File: src/rtl/pe_stream_sequencer.sv
// pe_stream_sequencer
//
// Configures one Eyeriss PE and moves a full layer pass through its FIFO ports.
// On an accepted start it latches the layer shape and computes per-channel beat
// counts. It then emits a one-cycle configure pulse and runs three independent
// push engines (ifmap, filter, ipsum) plus an opsum drain engine until every
// count reaches zero.
//
// Optional feature macro: CHECK_EN (in-line comparison of opsums against a
// golden stream; adds exp_valid/exp_data/exp_ready/mismatch_count).
//
// Ports:
//   clk, reset              clock (rising edge), asynchronous active-low reset
//   start, W,S,F,U,n,p,q    start pulse and layer shape (sampled on accepted start)
//   busy, done, error       status (busy CFG..DONE, done pulse, sticky mismatch)
//   pe_configure, pe_*      one-cycle configure pulse and shape to the PE
//   <ch>_src_valid/ready/data   source streams for ifmap, filter, ipsum
//   push_<ch>, <ch>, <ch>_fifo_full   PE FIFO write side
//   pop_opsum, opsum, opsum_fifo_empty   PE opsum FIFO read side (FWFT)
//   opsum_dst_valid/ready/data           opsum sink stream
module pe_stream_sequencer #(
    parameter int DATA_WIDTH_IFMAP  = 16,
    parameter int DATA_WIDTH_FILTER = 64,
    parameter int DATA_WIDTH_PSUM   = 64,
    parameter int PACK_LOG2         = 2,
    parameter int W_WIDTH           = 8,
    parameter int S_WIDTH           = 5,
    parameter int F_WIDTH           = 6,
    parameter int U_WIDTH           = 3,
    parameter int n_WIDTH           = 3,
    parameter int p_WIDTH           = 5,
    parameter int q_WIDTH           = 3,
    parameter int CNT_WIDTH         = 16
) (
    input  logic                         clk,
    input  logic                         reset,
    input  logic                         start,
    input  logic [W_WIDTH-1:0]           W,
    input  logic [S_WIDTH-1:0]           S,
    input  logic [F_WIDTH-1:0]           F,
    input  logic [U_WIDTH-1:0]           U,
    input  logic [n_WIDTH-1:0]           n,
    input  logic [p_WIDTH-1:0]           p,
    input  logic [q_WIDTH-1:0]           q,
    output logic                         busy,
    output logic                         done,
    output logic                         error,
    output logic                         pe_configure,
    output logic [S_WIDTH-1:0]           pe_S,
    output logic [F_WIDTH-1:0]           pe_F,
    output logic [U_WIDTH-1:0]           pe_U,
    output logic [n_WIDTH-1:0]           pe_n,
    output logic [p_WIDTH-1:0]           pe_p,
    output logic [q_WIDTH-1:0]           pe_q,
    input  logic                         ifmap_src_valid,
    output logic                         ifmap_src_ready,
    input  logic [DATA_WIDTH_IFMAP-1:0]  ifmap_src_data,
    input  logic                         filter_src_valid,
    output logic                         filter_src_ready,
    input  logic [DATA_WIDTH_FILTER-1:0] filter_src_data,
    input  logic                         ipsum_src_valid,
    output logic                         ipsum_src_ready,
    input  logic [DATA_WIDTH_PSUM-1:0]   ipsum_src_data,
    output logic                         push_ifmap,
    output logic [DATA_WIDTH_IFMAP-1:0]  ifmap,
    output logic                         push_filter,
    output logic [DATA_WIDTH_FILTER-1:0] filter,
    output logic                         push_ipsum,
    output logic [DATA_WIDTH_PSUM-1:0]   ipsum,
    input  logic                         ifmap_fifo_full,
    input  logic                         filter_fifo_full,
    input  logic                         ipsum_fifo_full,
    output logic                         pop_opsum,
    input  logic [DATA_WIDTH_PSUM-1:0]   opsum,
    input  logic                         opsum_fifo_empty,
`ifdef CHECK_EN
    input  logic                         exp_valid,
    input  logic [DATA_WIDTH_PSUM-1:0]   exp_data,
    output logic                         exp_ready,
    output logic [CNT_WIDTH-1:0]         mismatch_count,
`endif
    output logic                         opsum_dst_valid,
    input  logic                         opsum_dst_ready,
    output logic [DATA_WIDTH_PSUM-1:0]   opsum_dst_data
);

    typedef enum logic [1:0] {S_IDLE, S_CFG, S_RUN, S_DONE} state_t;

    // Product widths; the packed counts carry one extra bit so the round-up
    // addend cannot overflow before the shift.
    localparam int IF_PW = n_WIDTH + W_WIDTH + q_WIDTH;
    localparam int FI_PW = p_WIDTH + q_WIDTH + S_WIDTH + 1;
    localparam int PS_PW = p_WIDTH + n_WIDTH + F_WIDTH + 1;
    localparam int PACK  = 1 << PACK_LOG2;

    state_t                       state_q, state_d;
    logic                         busy_q, busy_d, done_q, done_d;
    logic                         pe_cfg_q, pe_cfg_d;
    logic [S_WIDTH-1:0]           pe_s_q, pe_s_d;
    logic [F_WIDTH-1:0]           pe_f_q, pe_f_d;
    logic [U_WIDTH-1:0]           pe_u_q, pe_u_d;
    logic [n_WIDTH-1:0]           pe_n_q, pe_n_d;
    logic [p_WIDTH-1:0]           pe_p_q, pe_p_d;
    logic [q_WIDTH-1:0]           pe_q_q, pe_q_d;
    logic [CNT_WIDTH-1:0]         rem_if_q, rem_if_d, rem_fi_q, rem_fi_d;
    logic [CNT_WIDTH-1:0]         rem_ps_q, rem_ps_d, rem_op_q, rem_op_d;
    logic                         push_ifmap_q, push_ifmap_d;
    logic [DATA_WIDTH_IFMAP-1:0]  ifmap_q, ifmap_d;
    logic                         push_filter_q, push_filter_d;
    logic [DATA_WIDTH_FILTER-1:0] filter_q, filter_d;
    logic                         push_ipsum_q, push_ipsum_d;
    logic [DATA_WIDTH_PSUM-1:0]   ipsum_q, ipsum_d;
    logic                         pop_q, pop_d;
    logic                         dst_valid_q, dst_valid_d;
    logic [DATA_WIDTH_PSUM-1:0]   dst_data_q, dst_data_d;

    logic [IF_PW-1:0]             prod_if;
    logic [FI_PW-1:0]             sum_fi;
    logic [PS_PW-1:0]             sum_ps;
    logic [CNT_WIDTH-1:0]         cnt_if, cnt_fi, cnt_ps;
    logic                         running, gold_ok, capture;

    assign prod_if = IF_PW'(n) * IF_PW'(W) * IF_PW'(q);
    assign sum_fi  = FI_PW'(p) * FI_PW'(q) * FI_PW'(S) + FI_PW'(PACK - 1);
    assign sum_ps  = PS_PW'(p) * PS_PW'(n) * PS_PW'(F) + PS_PW'(PACK - 1);
    assign cnt_if  = CNT_WIDTH'(prod_if);
    assign cnt_fi  = CNT_WIDTH'(sum_fi >> PACK_LOG2);
    assign cnt_ps  = CNT_WIDTH'(sum_ps >> PACK_LOG2);

    assign running = (state_q == S_RUN);

    // The !push term enforces a one-cycle gap after every push so the PE's
    // registered full flag has time to reflect the beat just written.
    assign ifmap_src_ready  = running && (rem_if_q != '0) && !ifmap_fifo_full  && !push_ifmap_q;
    assign filter_src_ready = running && (rem_fi_q != '0) && !filter_fifo_full && !push_filter_q;
    assign ipsum_src_ready  = running && (rem_ps_q != '0) && !ipsum_fifo_full  && !push_ipsum_q;

`ifdef CHECK_EN
    logic [CNT_WIDTH-1:0] mismatch_q, mismatch_d;
    logic                 error_q, error_d;
    assign gold_ok        = exp_valid;
    assign exp_ready      = capture;
    assign mismatch_count = mismatch_q;
    assign error          = error_q;
`else
    assign gold_ok = 1'b1;
    assign error   = 1'b0;
`endif

    // !pop_q: the FWFT head is still the beat just taken until the pop lands.
    assign capture = running && (rem_op_q != '0) && !opsum_fifo_empty && !pop_q && gold_ok
                     && (!dst_valid_q || opsum_dst_ready);

    always_comb begin
        state_d       = state_q;
        done_d        = 1'b0;
        pe_cfg_d      = 1'b0;
        pe_s_d        = '0;
        pe_f_d        = '0;
        pe_u_d        = '0;
        pe_n_d        = '0;
        pe_p_d        = '0;
        pe_q_d        = '0;
        rem_if_d      = rem_if_q;
        rem_fi_d      = rem_fi_q;
        rem_ps_d      = rem_ps_q;
        rem_op_d      = rem_op_q;
        push_ifmap_d  = 1'b0;
        ifmap_d       = '0;
        push_filter_d = 1'b0;
        filter_d      = '0;
        push_ipsum_d  = 1'b0;
        ipsum_d       = '0;
        pop_d         = 1'b0;
        dst_valid_d   = dst_valid_q;
        dst_data_d    = dst_data_q;
`ifdef CHECK_EN
        mismatch_d    = mismatch_q;
        error_d       = error_q;
`endif
        case (state_q)
            S_IDLE: if (start) begin
                state_d  = S_CFG;
                pe_cfg_d = 1'b1;
                pe_s_d   = S;
                pe_f_d   = F;
                pe_u_d   = U;
                pe_n_d   = n;
                pe_p_d   = p;
                pe_q_d   = q;
                rem_if_d = cnt_if;
                rem_fi_d = cnt_fi;
                rem_ps_d = cnt_ps;
                rem_op_d = cnt_ps;
`ifdef CHECK_EN
                mismatch_d = '0;
                error_d    = 1'b0;
`endif
            end
            S_CFG:  state_d = S_RUN;
            S_RUN:  if ((rem_if_q == '0) && (rem_fi_q == '0) && (rem_ps_q == '0)
                        && (rem_op_q == '0) && !dst_valid_q) begin
                state_d = S_DONE;
                done_d  = 1'b1;
            end
            default: state_d = S_IDLE;
        endcase

        if (ifmap_src_valid && ifmap_src_ready) begin
            push_ifmap_d = 1'b1;
            ifmap_d      = ifmap_src_data;
            rem_if_d     = rem_if_q - CNT_WIDTH'(1);
        end
        if (filter_src_valid && filter_src_ready) begin
            push_filter_d = 1'b1;
            filter_d      = filter_src_data;
            rem_fi_d      = rem_fi_q - CNT_WIDTH'(1);
        end
        if (ipsum_src_valid && ipsum_src_ready) begin
            push_ipsum_d = 1'b1;
            ipsum_d      = ipsum_src_data;
            rem_ps_d     = rem_ps_q - CNT_WIDTH'(1);
        end

        // Drain first so a capture in the same cycle overwrites the slot.
        if (dst_valid_q && opsum_dst_ready) begin
            dst_valid_d = 1'b0;
            dst_data_d  = '0;
        end
        if (capture) begin
            dst_valid_d = 1'b1;
            dst_data_d  = opsum;
            pop_d       = 1'b1;
            rem_op_d    = rem_op_q - CNT_WIDTH'(1);
`ifdef CHECK_EN
            if (opsum != exp_data) begin
                error_d = 1'b1;
                if (mismatch_q != '1) mismatch_d = mismatch_q + CNT_WIDTH'(1);
            end
`endif
        end

        busy_d = (state_d != S_IDLE);
    end

    always_ff @(posedge clk or negedge reset) begin
        if (!reset) begin
            state_q       <= S_IDLE;
            busy_q        <= 1'b0;
            done_q        <= 1'b0;
            pe_cfg_q      <= 1'b0;
            pe_s_q        <= '0;
            pe_f_q        <= '0;
            pe_u_q        <= '0;
            pe_n_q        <= '0;
            pe_p_q        <= '0;
            pe_q_q        <= '0;
            rem_if_q      <= '0;
            rem_fi_q      <= '0;
            rem_ps_q      <= '0;
            rem_op_q      <= '0;
            push_ifmap_q  <= 1'b0;
            ifmap_q       <= '0;
            push_filter_q <= 1'b0;
            filter_q      <= '0;
            push_ipsum_q  <= 1'b0;
            ipsum_q       <= '0;
            pop_q         <= 1'b0;
            dst_valid_q   <= 1'b0;
            dst_data_q    <= '0;
`ifdef CHECK_EN
            mismatch_q    <= '0;
            error_q       <= 1'b0;
`endif
        end else begin
            state_q       <= state_d;
            busy_q        <= busy_d;
            done_q        <= done_d;
            pe_cfg_q      <= pe_cfg_d;
            pe_s_q        <= pe_s_d;
            pe_f_q        <= pe_f_d;
            pe_u_q        <= pe_u_d;
            pe_n_q        <= pe_n_d;
            pe_p_q        <= pe_p_d;
            pe_q_q        <= pe_q_d;
            rem_if_q      <= rem_if_d;
            rem_fi_q      <= rem_fi_d;
            rem_ps_q      <= rem_ps_d;
            rem_op_q      <= rem_op_d;
            push_ifmap_q  <= push_ifmap_d;
            ifmap_q       <= ifmap_d;
            push_filter_q <= push_filter_d;
            filter_q      <= filter_d;
            push_ipsum_q  <= push_ipsum_d;
            ipsum_q       <= ipsum_d;
            pop_q         <= pop_d;
            dst_valid_q   <= dst_valid_d;
            dst_data_q    <= dst_data_d;
`ifdef CHECK_EN
            mismatch_q    <= mismatch_d;
            error_q       <= error_d;
`endif
        end
    end

    assign busy            = busy_q;
    assign done            = done_q;
    assign pe_configure    = pe_cfg_q;
    assign pe_S            = pe_s_q;
    assign pe_F            = pe_f_q;
    assign pe_U            = pe_u_q;
    assign pe_n            = pe_n_q;
    assign pe_p            = pe_p_q;
    assign pe_q            = pe_q_q;
    assign push_ifmap      = push_ifmap_q;
    assign ifmap           = ifmap_q;
    assign push_filter     = push_filter_q;
    assign filter          = filter_q;
    assign push_ipsum      = push_ipsum_q;
    assign ipsum           = ipsum_q;
    assign pop_opsum       = pop_q;
    assign opsum_dst_valid = dst_valid_q;
    assign opsum_dst_data  = dst_data_q;

endmodule

File: config.mk
export PLATFORM = sky130hd
export DESIGN_NAME = pe_stream_sequencer
export DESIGN_NICKNAME = d
export VERILOG_FILES = /design/src/rtl/pe_stream_sequencer.sv
export SDC_FILE = /design/constraint.sdc
export NUM_CORES = 1
export LEC_CHECK = 0
export CAP_MARGIN = 20
export CORE_UTILIZATION = 46
export DETAILED_ROUTE_END_ITERATION = 8
export HOLD_SLACK_MARGIN = 0.1
export PLACE_DENSITY_LB_ADDON = 0.3
export SLEW_MARGIN = 5
export SYNTH_ARGS = -nofsm -noshare
export SYNTH_HDL_FRONTEND = slang
export SYNTH_SLANG_ARGS = --single-unit
File: constraint.sdc
create_clock -name clk -period 5.82 [get_ports clk]
set_clock_uncertainty 0.2 [all_clocks]
set_input_delay 1.164 -clock clk [delete_from_list [all_inputs] [get_ports clk]]
set_output_delay 1.164 -clock clk [all_outputs]
set_load 0.005 [all_outputs]
# Word level (Yosys, flattened, before mapping)
# Cells that the tools add are included.
[word_totals]
register_bits = 307
inputBits = 252
out_inout_bits = 245
[classes]
add_sub_neg = 6
multipliers = 6
eq_ne = 2
n_mux = 40
reduce_logical = 54
[ops]
columns = ["op", "count"]
rows = [
  ["64-bit 2-to-1 mux", 4],
  ["16-bit 2-to-1 mux", 11],
  ["16-bit zero test", 4],
  ["16-bit nonzero test", 4],
  ["16-bit by 1-bit subtractor with 16-bit output, second input constant", 4],
  ["1-bit logical AND", 21],
  ["5-bit 2-to-1 mux", 4],
  ["2-bit nonzero test", 10],
  ["3-bit 2-to-1 mux", 6],
  ["5-bit by 3-bit multiplier with 8-bit output", 2],
  ["14-bit by 2-bit adder with 15-bit output, second input constant", 1],
  ["13-bit by 2-bit adder with 14-bit output, second input constant", 1],
  ["11-bit by 3-bit multiplier with 14-bit output", 1],
  ["8-bit by 6-bit multiplier with 14-bit output", 1],
  ["8-bit by 5-bit multiplier with 13-bit output", 1],
  ["6-bit 2-to-1 mux", 2],
  ["3-bit by 8-bit multiplier with 11-bit output", 1],
  ["1-bit 2-to-1 mux", 10],
  ["1-bit zero test", 9],
  ["2-bit AND reduction", 4],
  ["2-bit one-hot mux with 3 select lines", 1],
  ["2-bit 2-to-1 mux", 2],
  ["2-bit by 1-bit == test with 1-bit output, second input constant", 1],
  ["2-bit == test, second input constant", 1],
  ["2 further kinds", 2],
]

# Longest topological paths before layout
# Gate-level depths: netlist of the first run.
[logic_depth]
ltp_word = 8
depth_mapped = 26
mapped_depth_nobuf = 24

# Worst setup path before layout of the first run
# Ideal clock, no wire load.
[synth_path]
path_kind = "input port to flip-flop"
start = "input n[0]"
end = "register rem_op_q[12]"
setup_ps = 130
arrival_time_ps = 6413
required_time_ps = 5490
path_slack_ps = -923
cell_stages = 25
path_cell_list = "clkbuf_1 clkbuf_1 nand2_1 fa_1 inv_1 ha_1 fa_1 a21oi_1 nor2_1 nor2_1 xnor2_1 and2_1 fa_1 fa_1 inv_1 fa_1 inv_1 ha_1 o21a_1 o31a_1 o41ai_1 o21ai_0 a21o_1 a31oi_1 o21ai_0"
[synth_via]
elab_chain_len = 6
[synth_lines]
columns = ["item", "line_no", "source"]
rows = [
  ["start: declaration", "42", "input logic [n_WIDTH-1:0] n,"],
  ["5-bit by 3-bit multiplier with 8-bit output", "125", "assign sum_ps = PS_PW'(p) * PS_PW'(n) * PS_PW'(F) + PS_PW'(PACK - 1);"],
  ["8-bit by 6-bit multiplier with 14-bit output", "125", ""],
  ["14-bit by 2-bit adder with 15-bit output", "125", ""],
  ["16-bit 2-to-1 mux", "182", "S_IDLE: if (start) begin"],
  ["16-bit 2-to-1 mux", "181", "case (state_q)"],
  ["16-bit 2-to-1 mux", "230", "if (capture) begin"],
  ["end signal: assignment", "289", "rem_op_q <= rem_op_d;"],
  ["end: declaration", "106", "logic [CNT_WIDTH-1:0] rem_ps_q, rem_ps_d, rem_op_q, rem_op_d;"],
]
# Every way passes these cells. The select of a mux whose other input is x is not followed.
# A chain may end at the register's enable or synchronous reset.

# Worst setup path after layout of the first run
[layout_path]
start = "input n[2]"
end = "register rem_ps_q[12]"
[layout_via]
elab_chain_len = 6
[layout_lines]
columns = ["item", "line_no", "source"]
rows = [
  ["5-bit by 3-bit multiplier with 8-bit output", "125", ""],
  ["8-bit by 6-bit multiplier with 14-bit output", "125", ""],
  ["14-bit by 2-bit adder with 15-bit output", "125", ""],
  ["16-bit 2-to-1 mux", "182", ""],
  ["16-bit 2-to-1 mux", "181", ""],
  ["16-bit 2-to-1 mux", "219", "if (ipsum_src_valid && ipsum_src_ready) begin"],
  ["end signal: assignment", "288", "rem_ps_q <= rem_ps_d;"],
  ["end: declaration", "106", ""],
]
# Every way passes these cells. The select of a mux whose other input is x is not followed.

==> flow_results.org, run 1 <==
** Status
- Run status :: complete, but fails checks
- The checks that failed: negative setup slack.

** STA
- The total count of max-transition violations in the final report is 0.
- Setup repair after global routing could not meet its margin everywhere.
- Final critical-path setup slack :: -0.0231 ns
- Setup violations remaining at the end of the flow were counted as 3.
- Final period util :: 100%
- Measured against its own limit, the worst slew margin works out to 38.1%.
- Fmax :: 171 MHz
- Post-Route Hold Slack :: 0.283 ns
- The routed design could run at a clock period as short as 5.84 ns.
- The number of hold violations in the final report is 0.
- Transition time at the pin with the least slew margin :: 0.928 ns

** Critical path
- Category of the worst setup path launch point :: primary input
- In this run the critical register-to-register path is launched from rem_ps_q[0].
- In this run the worst setup path begins at n[2].
- Maximum fanout encountered on the critical timing path :: 4
- Capturing element type of the critical path :: flop
- Data arrives at the worst endpoint at 6.04 ns.
- STA puts the critical path data required time at 6.01 ns.
- Startpoint-to-endpoint class of the critical path :: primary input to flop

** Route
- After detailed routing, the number of remaining DRC violations is 0.
- Total iterations of the first detailed-routing run :: 5
- Final ANT Viol Nets :: 0
- After detailed routing, the total wire length is 50600 microns.
- In the final routing, the length of wire on met1 measures 20900 microns.
- DR vias :: 14240
- In this run the top signal layer used is met5.
- The first routing iteration left 894 violations.
- After detailed routing, the met3 layer carries 3990 microns of wire.
- After detailed routing, the average wire length per cell comes to 18.8 microns.
- Met2 WL post-DR :: 24400 microns
- Using the TritonRoute via totals, the vias-per-cell ratio works out to 5.29.

** Final layout
- Post-layout nets :: 2620
- Non-Filler Cell Area, Final :: 0.0246 sq mm
- The library cell used most frequently in the layout, excluding fill and tap cells, is sky130_fd_sc_hd__clkdlybuf4s50_1.
- Most frequent cells in the layout :: 483 x sky130_fd_sc_hd__clkdlybuf4s50_1, 307 x sky130_fd_sc_hd__dfrtp_1, 206 x sky130_fd_sc_hd__and2_1
- Relative to the synthesized area, the layout overhead comes to 48.3%.
- In the final layout, the share of cells above drive strength 1 is 13.9%.

** Hold path
- Class of the tightest hold or removal check :: flop to flop
- Critical hold path startpoint :: rem_fi_q[13]

** Clock network
- Maximum level of the CTS H-tree :: 2
- In this run, CTS created clock tree buffers numbering 35.
- The later pin in the worst-skew pair is clocked with a latency of 0.53 ns.
- Number of sinks on the clock net :: 307
- Buffers from clock root to sink, at most :: 3
- After clock tree synthesis, the flow added hold-fix buffers numbering 0.
- Clock-pin transition on the worst setup and hold timing paths :: 0.06 ns
- TritonCTS built the clock tree.
- In this run the clock root is driven by a sky130_fd_sc_hd__clkbuf_16.

** Job
- Across the run, the number of max-cap violations was 0.

** Place
- Summing all placed instances gives a cell area of 0.0230 sq mm.
- Routability-driven placement finished with a final weighted congestion of 0.890.
- The wire-length estimate of the detail-placed layout is 38100 microns.
- In this run the tool buffered the top-level ports with 495 buffer cells.

** Logic synthesis
- Post-Syn Instances :: 1592
- Count of different cell masters after synthesis :: 74
- After synthesis, the share of flip-flops with an asynchronous set or reset is 100%.
- Post-synth EDFFs :: 0
- The number of nets handed over by synthesis was 2006.
- The most used flip-flop cell after synthesis is sky130_fd_sc_hd__dfrtp_1.
- Post-Synthesis Cell Area :: 0.0166 sq mm
- For this run, the number of Yosys warnings is 0.
- Avg Cell Area, Syn :: 10.4 sq um
- Fraction of the yosys area taken by sequential cells :: 46.3%
- In this run, synthesis produced a sequential element count of 307.

** Global routing
- GRT overflow :: 0
- Number of antenna violations at the first check in global routing :: 5
- Gr usage total :: 26.5%
- Maximum number of pins on one net before global-route repair :: 115
- First-pass GRT wire length :: 76600 microns
- Number of global-route vias before repair :: 14407

** Die
- The core region is 0.0356 sq mm.
- Top-Level Pins :: 497
- Row count :: 69
- Floorplan die width :: 192 microns
- The floorplan step defined a die boundary enclosing 0.0369 sq mm.
- Measured along the y axis, the die boundary spans 192 microns.
- For this configuration, the core starts out at a cell density of 46.7%.

** Power and ir drop
- For this design the static power due to leakage is 0.0117 uW.
- P per Cell Area :: 388 mW/mm^2
- Max IR drop VDD :: 0.290 mV
- Total power of the final layout :: 9560 uW
## final timing paths
check                          endpoint  slack (ns)  cells past startpoint
max reg2reg                 rem_ps_q[7]        2.35                      9
min                        rem_fi_q[13]        0.28                      1
max                        rem_ps_q[12]       -0.02                     24
max in group asynchronous    filter[42]        3.68                      2
min in group asynchronous       pe_F[3]        0.46                      1
min reg2reg                rem_fi_q[13]        0.28                      1
## where the power goes
group          leakage (uW)  total [uW]  switching (uW)  internal, uW
Combinational       0.00702        4250            2040          2200
Sequential          0.00408        2990             372          2620
Clock              0.000600        2320             912          1410
Total                0.0117        9560            3330          6230
## sequential cells by signal, summed over array words and instances, names as in the netlist
| register | flops |
|---|---|
| pe_U | 3 |
| ifmap | 16 |
| rem_op_q | 16 |
| filter | 64 |
| state_q | 2 |
| rem_if_q | 16 |
| push_ifmap | 1 |
| push_ipsum | 1 |
| pe_S | 5 |
| busy | 1 |
| pop_opsum | 1 |
| ipsum | 64 |
| done | 1 |
| pe_configure | 1 |
| pe_q | 3 |
| opsum_dst_data | 64 |
| pe_p | 5 |
| pe_n | 3 |
| pe_F | 6 |
| opsum_dst_valid | 1 |
| rem_ps_q | 16 |
| rem_fi_q | 16 |
| push_filter | 1 |
## per-stage QoR
step / setup TNS [ns] / utilization (%) / setup slack (ns) / std cells
3_3_place_gp: -29.37 / 64.7 / -1.15 / 2618
6_report: -0.0316 / 69.3 / -0.0231 / 2693
3_5_place_dp: -33.56 / 64.8 / -1.32 / 2619
5_1_grt: -2.32 / 69.2 / -0.227 / 2692
2_1_floorplan: -5.43 / - / -0.487 / 1592
4_1_cts: -0.00253 / 68.6 / -0.00253 / 2687
## cell type report
type / instances / area [sq um]
Antenna cell: 1 / 2.50
Clock buffer: 48 / 1010
Fill cell: 2626 / 10900
Multi-Input combinational cell: 1107 / 8640
Inverter: 120 / 450
Sequential cell: 307 / 7680
Tap cell: 461 / 577
Timing Repair Buffer: 635 / 6050
Clock inverter: 14 / 219
## synthesized netlist by cell type (all sizes together), types with 12 or more instances
cell	instances	area [sq um]
nand2	141	529
o21ai	72	360
clkbuf	47	176
a22o	64	561
and3	39	245
inv	120	450
nor3	30	150
fa	69	1380
and2	210	1310
nor2	90	348
nand2b	14	87.6
nor2b	12	75.1
a21oi	63	319
xor2	13	114
nand3	22	110
or3	15	119
xnor2	25	219
ha	93	1160
dfrtp	307	7680
## critical path, cell delays in order
cell and delay, ns:
sky130_fd_sc_hd__buf_8 0.09, sky130_fd_sc_hd__nand2_4 0.05, sky130_fd_sc_hd__fa_1 0.55, sky130_fd_sc_hd__inv_2 0.05
sky130_fd_sc_hd__ha_4 0.16, sky130_fd_sc_hd__fa_2 0.36, sky130_fd_sc_hd__a21oi_2 0.14, sky130_fd_sc_hd__nor2_1 0.06
sky130_fd_sc_hd__nor2_2 0.13, sky130_fd_sc_hd__xnor2_2 0.17, sky130_fd_sc_hd__and2_4 0.20, sky130_fd_sc_hd__fa_1 0.40
sky130_fd_sc_hd__fa_1 0.52, sky130_fd_sc_hd__inv_2 0.05, sky130_fd_sc_hd__fa_1 0.51, sky130_fd_sc_hd__inv_2 0.05
sky130_fd_sc_hd__ha_4 0.22, sky130_fd_sc_hd__o21a_1 0.11, sky130_fd_sc_hd__o31a_1 0.14, sky130_fd_sc_hd__o41ai_4 0.26
sky130_fd_sc_hd__o21ai_1 0.10, sky130_fd_sc_hd__a21o_1 0.25, sky130_fd_sc_hd__a31oi_4 0.23, sky130_fd_sc_hd__a21oi_2 0.08
## cells by family after synthesis
kind of cell | synth area share [%]
adders and majority gates | 15.3
xor gates and xnor gates | 2.00
other | 0.0226
and+or+nand+nor | 19.7
AOI/OAI and AO/OA | 12.0
muxes | 0.429
DFF | 46.3
buffers and inverters | 4.19
## layer usage
layer  global-route usage (%)  up-vias
met5                        0        -
met4                     6.45       10
met3                     6.80      105
met2                     44.5      538
met1                     34.2     6982
li1                         -     6605
## timing repair
action / CTS / global route
pin swaps: 18 / 19
hold endpoints to repair: 0 / 0
setup endpoints to repair: 33 / 29
gates resized for setup: 59 / 49
setup buffers: 6 / 6
Power figures use the tool's default switching activity.
==> inputs of run 2 (changes only) <==
Settings changed: CELL_PAD_IN_SITES_DETAIL_PLACEMENT from default to 0, CELL_PAD_IN_SITES_GLOBAL_PLACEMENT from default to 1, CORE_ASPECT_RATIO from default to 1.1, CORE_UTILIZATION 46 to 39.
==> run 2 against run 1 <==
- the flow now finishes without violations
- clock-buffer cell count fell by 1
- highest routed layer is now met4
- via count fell by 2.5%
- global-route usage fell by 4.0 points
- register-to-register slack got worse by 0.24 ns
- sequential power barely moved
- critical path type unchanged
- critical path depth rose by 1
- total power fell by 2.5%
- non-clock buffer count rose by 10
- worst hold slack barely moved
- fmax rose by 0.57%
- die area rose by 18%
- wire length fell by 1.7%
==> flow_results.org, run 2 (synthesis gave the netlist of run 1 again) <==
** Clock network
- The clock latency reported for the late side of the worst-skew pair came to 0.54 ns (was 0.53 ns).
- Number of sinks on the clock net :: 307 (unchanged)
- The clock slew at the register clock pins of the worst setup and hold paths is 0.06 ns (about the same).
- The H-tree level count was 2 (unchanged).
- Root Driver :: sky130_fd_sc_hd__clkbuf_16 (unchanged)
- Buffers from clock root to sink, at most :: 3 (unchanged)
- The CTS tree is yes (unchanged).
- Num CTS Buffers :: 35 (unchanged)

** Critical path
- Register-to-register setup slack :: 2.11 ns (was 2.35 ns)
- Capturing element type of the critical path :: flop (unchanged)
- Worst path arrival time :: 6.00 ns (was 6.04 ns)
- The type of origin of the critical path is a primary input (unchanged).
- Required arrival time at the worst endpoint :: 6.01 ns (about the same)
- The highest fanout seen on the critical path was 4 (unchanged).
- Startpoint-to-endpoint class of the critical path :: primary input to flop (unchanged)

** Status
- Run status: finished, final reports clean (was complete, but fails checks).

** Die
- Initial standard-cell utilization of the core :: 40.0% (was 46.7%)
- The total die area was 0.0434 sq mm (was 0.0369 sq mm).
- The placeable core region is 0.0416 sq mm (was 0.0356 sq mm).
- Die height :: 218 microns (was 192 microns)
- Floorplan die width :: 199 microns (was 192 microns)
- Row count :: 78 (was 69)
- Top-Level Pins :: 497 (unchanged)

** STA
- Unrepaired setup endpoints after global routing :: true (unchanged)
- The relative slew slack is 35.4% (was 38.1%).
- Final period util :: 99.8% (was 100%)
- The transition time at the pin with the least slew margin was 0.969 ns (was 0.928 ns).
- The number of failing setup endpoints in the final timing report came to 0 (was 3).
- The number of hold violations in the final report is 0 (unchanged).
- Post-layout minimum cycle time :: 5.81 ns (was 5.84 ns)
- Fmax :: 172 MHz (was 171 MHz)
- Post-Route Hold Slack :: 0.283 ns (about the same)
- Number of pins with negative max-slew slack in the final report :: 0 (unchanged)

** Route
- Ratio of routed vias to standard cells :: 4.95 (was 5.29)
- The number of violations reported at the end of detailed-routing iteration 0 was 474 (was 894).
- Total iterations of the first detailed-routing run :: 5 (unchanged)
- The number of remaining DRC errors is 0 (unchanged).
- Detailed-route wire length per cell :: 17.7 microns (was 18.8 microns)
- The remaining antenna violation count after routing was 0 (unchanged).
- Aggregate routed wire length :: 49700 microns (was 50600 microns)
- The total via count after detailed routing came to 13881 (was 14240).

** Global routing
- First-pass GRT wire length :: 76800 microns (was 76600 microns)
- The number of antenna violations at the first check in global routing was 5 (unchanged).
- The via count of the first global-routing pass came to 14271 (was 14407).
- Maximum number of pins on one net before global-route repair :: 118 (was 115)
- Gr usage total :: 22.6% (was 26.5%)
- The global route total overflow came to 0 (unchanged).

** Final layout
- The area overhead of the layout relative to synthesis is 49.1% (was 48.3%).
- Most frequent cells in the layout :: 483 x sky130_fd_sc_hd__clkdlybuf4s50_1, 307 x sky130_fd_sc_hd__dfrtp_1, 203 x sky130_fd_sc_hd__and2_1 (was 483 x sky130_fd_sc_hd__clkdlybuf4s50_1, 307 x sky130_fd_sc_hd__dfrtp_1, 206 x sky130_fd_sc_hd__and2_1)
- Fraction of final layout cells sized beyond drive strength 1 :: 15.0% (was 13.9%)
- Share of the core filled with cells in the final layout :: 59.6% (was 69.3%)
- Leading cell type in the layout, fill and taps excluded :: sky130_fd_sc_hd__clkdlybuf4s50_1 (unchanged)
- The total number of nets in the final design was 2630 (was 2620).
- Fill cells :: 3552 (was 2626)

** Place
- RD Place Congestion :: 0.854 (was 0.890)
- Buffers on Ports :: 495 (unchanged)
- The detailed placer's ending HPWL was 37100 microns (was 38100 microns).

** Power and ir drop
- The worst IR drop on VDD came to 0.184 mV (was 0.290 mV).
- The leakage power of the design is 0.0116 uW (was 0.0117 uW).
- The power density relative to cell area is 376 mW/mm^2 (was 388 mW/mm^2).

** Hold path
- Class of the tightest hold or removal check :: flop to flop (unchanged)

** Job
- The count of maximum capacitance violations came to 0 (unchanged).
[run 2: where the power goes]
group	switching [uW]	internal (uW)
Combinational	2020	2250
Sequential	343	2620
Clock	900	1190
Total	3260	6060
[run 2: layout make-up]
| cell class | instances | area [sq um] | area share [%] |
|---|---|---|---|
| Multi-Input combinational cell | 1107 | 8710 | 35.2 |
| Clock buffer | 47 | 981 | 3.96 |
| Clock inverter | 12 | 93.8 | 0.379 |
| Antenna cell | 5 | 12.5 | 0.0505 |
| Timing Repair Buffer | 645 | 6140 | 24.8 |
| Sequential cell | 307 | 7680 | 31.0 |
| Tap cell | 560 | 701 | 2.83 |
| Inverter | 120 | 450 | 1.82 |
[run 2: repair_timing]
action	4_1_cts	5_1_grt
pin swaps	72	47
setup buffers	9	10
setup endpoints to repair	29	22
gates resized for setup	81	49
hold buffers	0	0
[run 2: worst paths after layout]
check	start	to	depth (start not counted)
min	rem_op_q[13]	rem_op_q[13]	1
max reg2reg	rem_op_q[0]	rem_op_q[10]	10
max in group asynchronous	reset	opsum_dst_data[39]	2
min in group asynchronous	reset	pe_F[0]	1
min reg2reg	rem_op_q[13]	rem_op_q[13]	1
max	n[2]	rem_op_q[10]	25
[run 2: worst max-delay path, stage by stage]
cell and delay (ns):
sky130_fd_sc_hd__buf_4 0.11, sky130_fd_sc_hd__nand2_2 0.06, sky130_fd_sc_hd__fa_1 0.55, sky130_fd_sc_hd__inv_2 0.05, sky130_fd_sc_hd__ha_1 0.28, sky130_fd_sc_hd__a21o_1 0.21, sky130_fd_sc_hd__a21oi_4 0.16, sky130_fd_sc_hd__xnor2_2 0.15
sky130_fd_sc_hd__buf_4 0.16, sky130_fd_sc_hd__nand2_2 0.06, sky130_fd_sc_hd__fa_1 0.56, sky130_fd_sc_hd__inv_2 0.04, sky130_fd_sc_hd__fa_1 0.52, sky130_fd_sc_hd__inv_1 0.05, sky130_fd_sc_hd__fa_1 0.49, sky130_fd_sc_hd__inv_2 0.05
sky130_fd_sc_hd__ha_4 0.24, sky130_fd_sc_hd__buf_4 0.14, sky130_fd_sc_hd__o21ai_2 0.12, sky130_fd_sc_hd__nand2b_1 0.11, sky130_fd_sc_hd__o41ai_2 0.09, sky130_fd_sc_hd__o21ai_1 0.11, sky130_fd_sc_hd__a21o_1 0.23, sky130_fd_sc_hd__xnor2_2 0.21
sky130_fd_sc_hd__a21oi_1 0.09
[run 2: stage by stage]
step                setup slack (ns)  std cells  area, sq um  power (uW)  setup TNS [ns]
global route                  -0.168       2803        24800        9960           -1.23
finish                        0.0102       2803        24800        9320               0
floorplan                     -0.487       1592        16800        5140           -5.43
global placement               -1.16       2722        23200        6860          -29.54
CTS                          0.00357       2790        24500        9250               0
detailed placement             -1.27       2722        23200        6960          -31.85
[run 2: metal layers]
metal / vias to the layer above / wire length, microns / track usage, %
met5: - / 0 / 0
met4: 0 / 2010 / 9.97
met3: 91 / 2970 / 4.83
met2: 358 / 25300 / 39.3
met1: 6807 / 19500 / 26.6
li1: 6625 / - / -
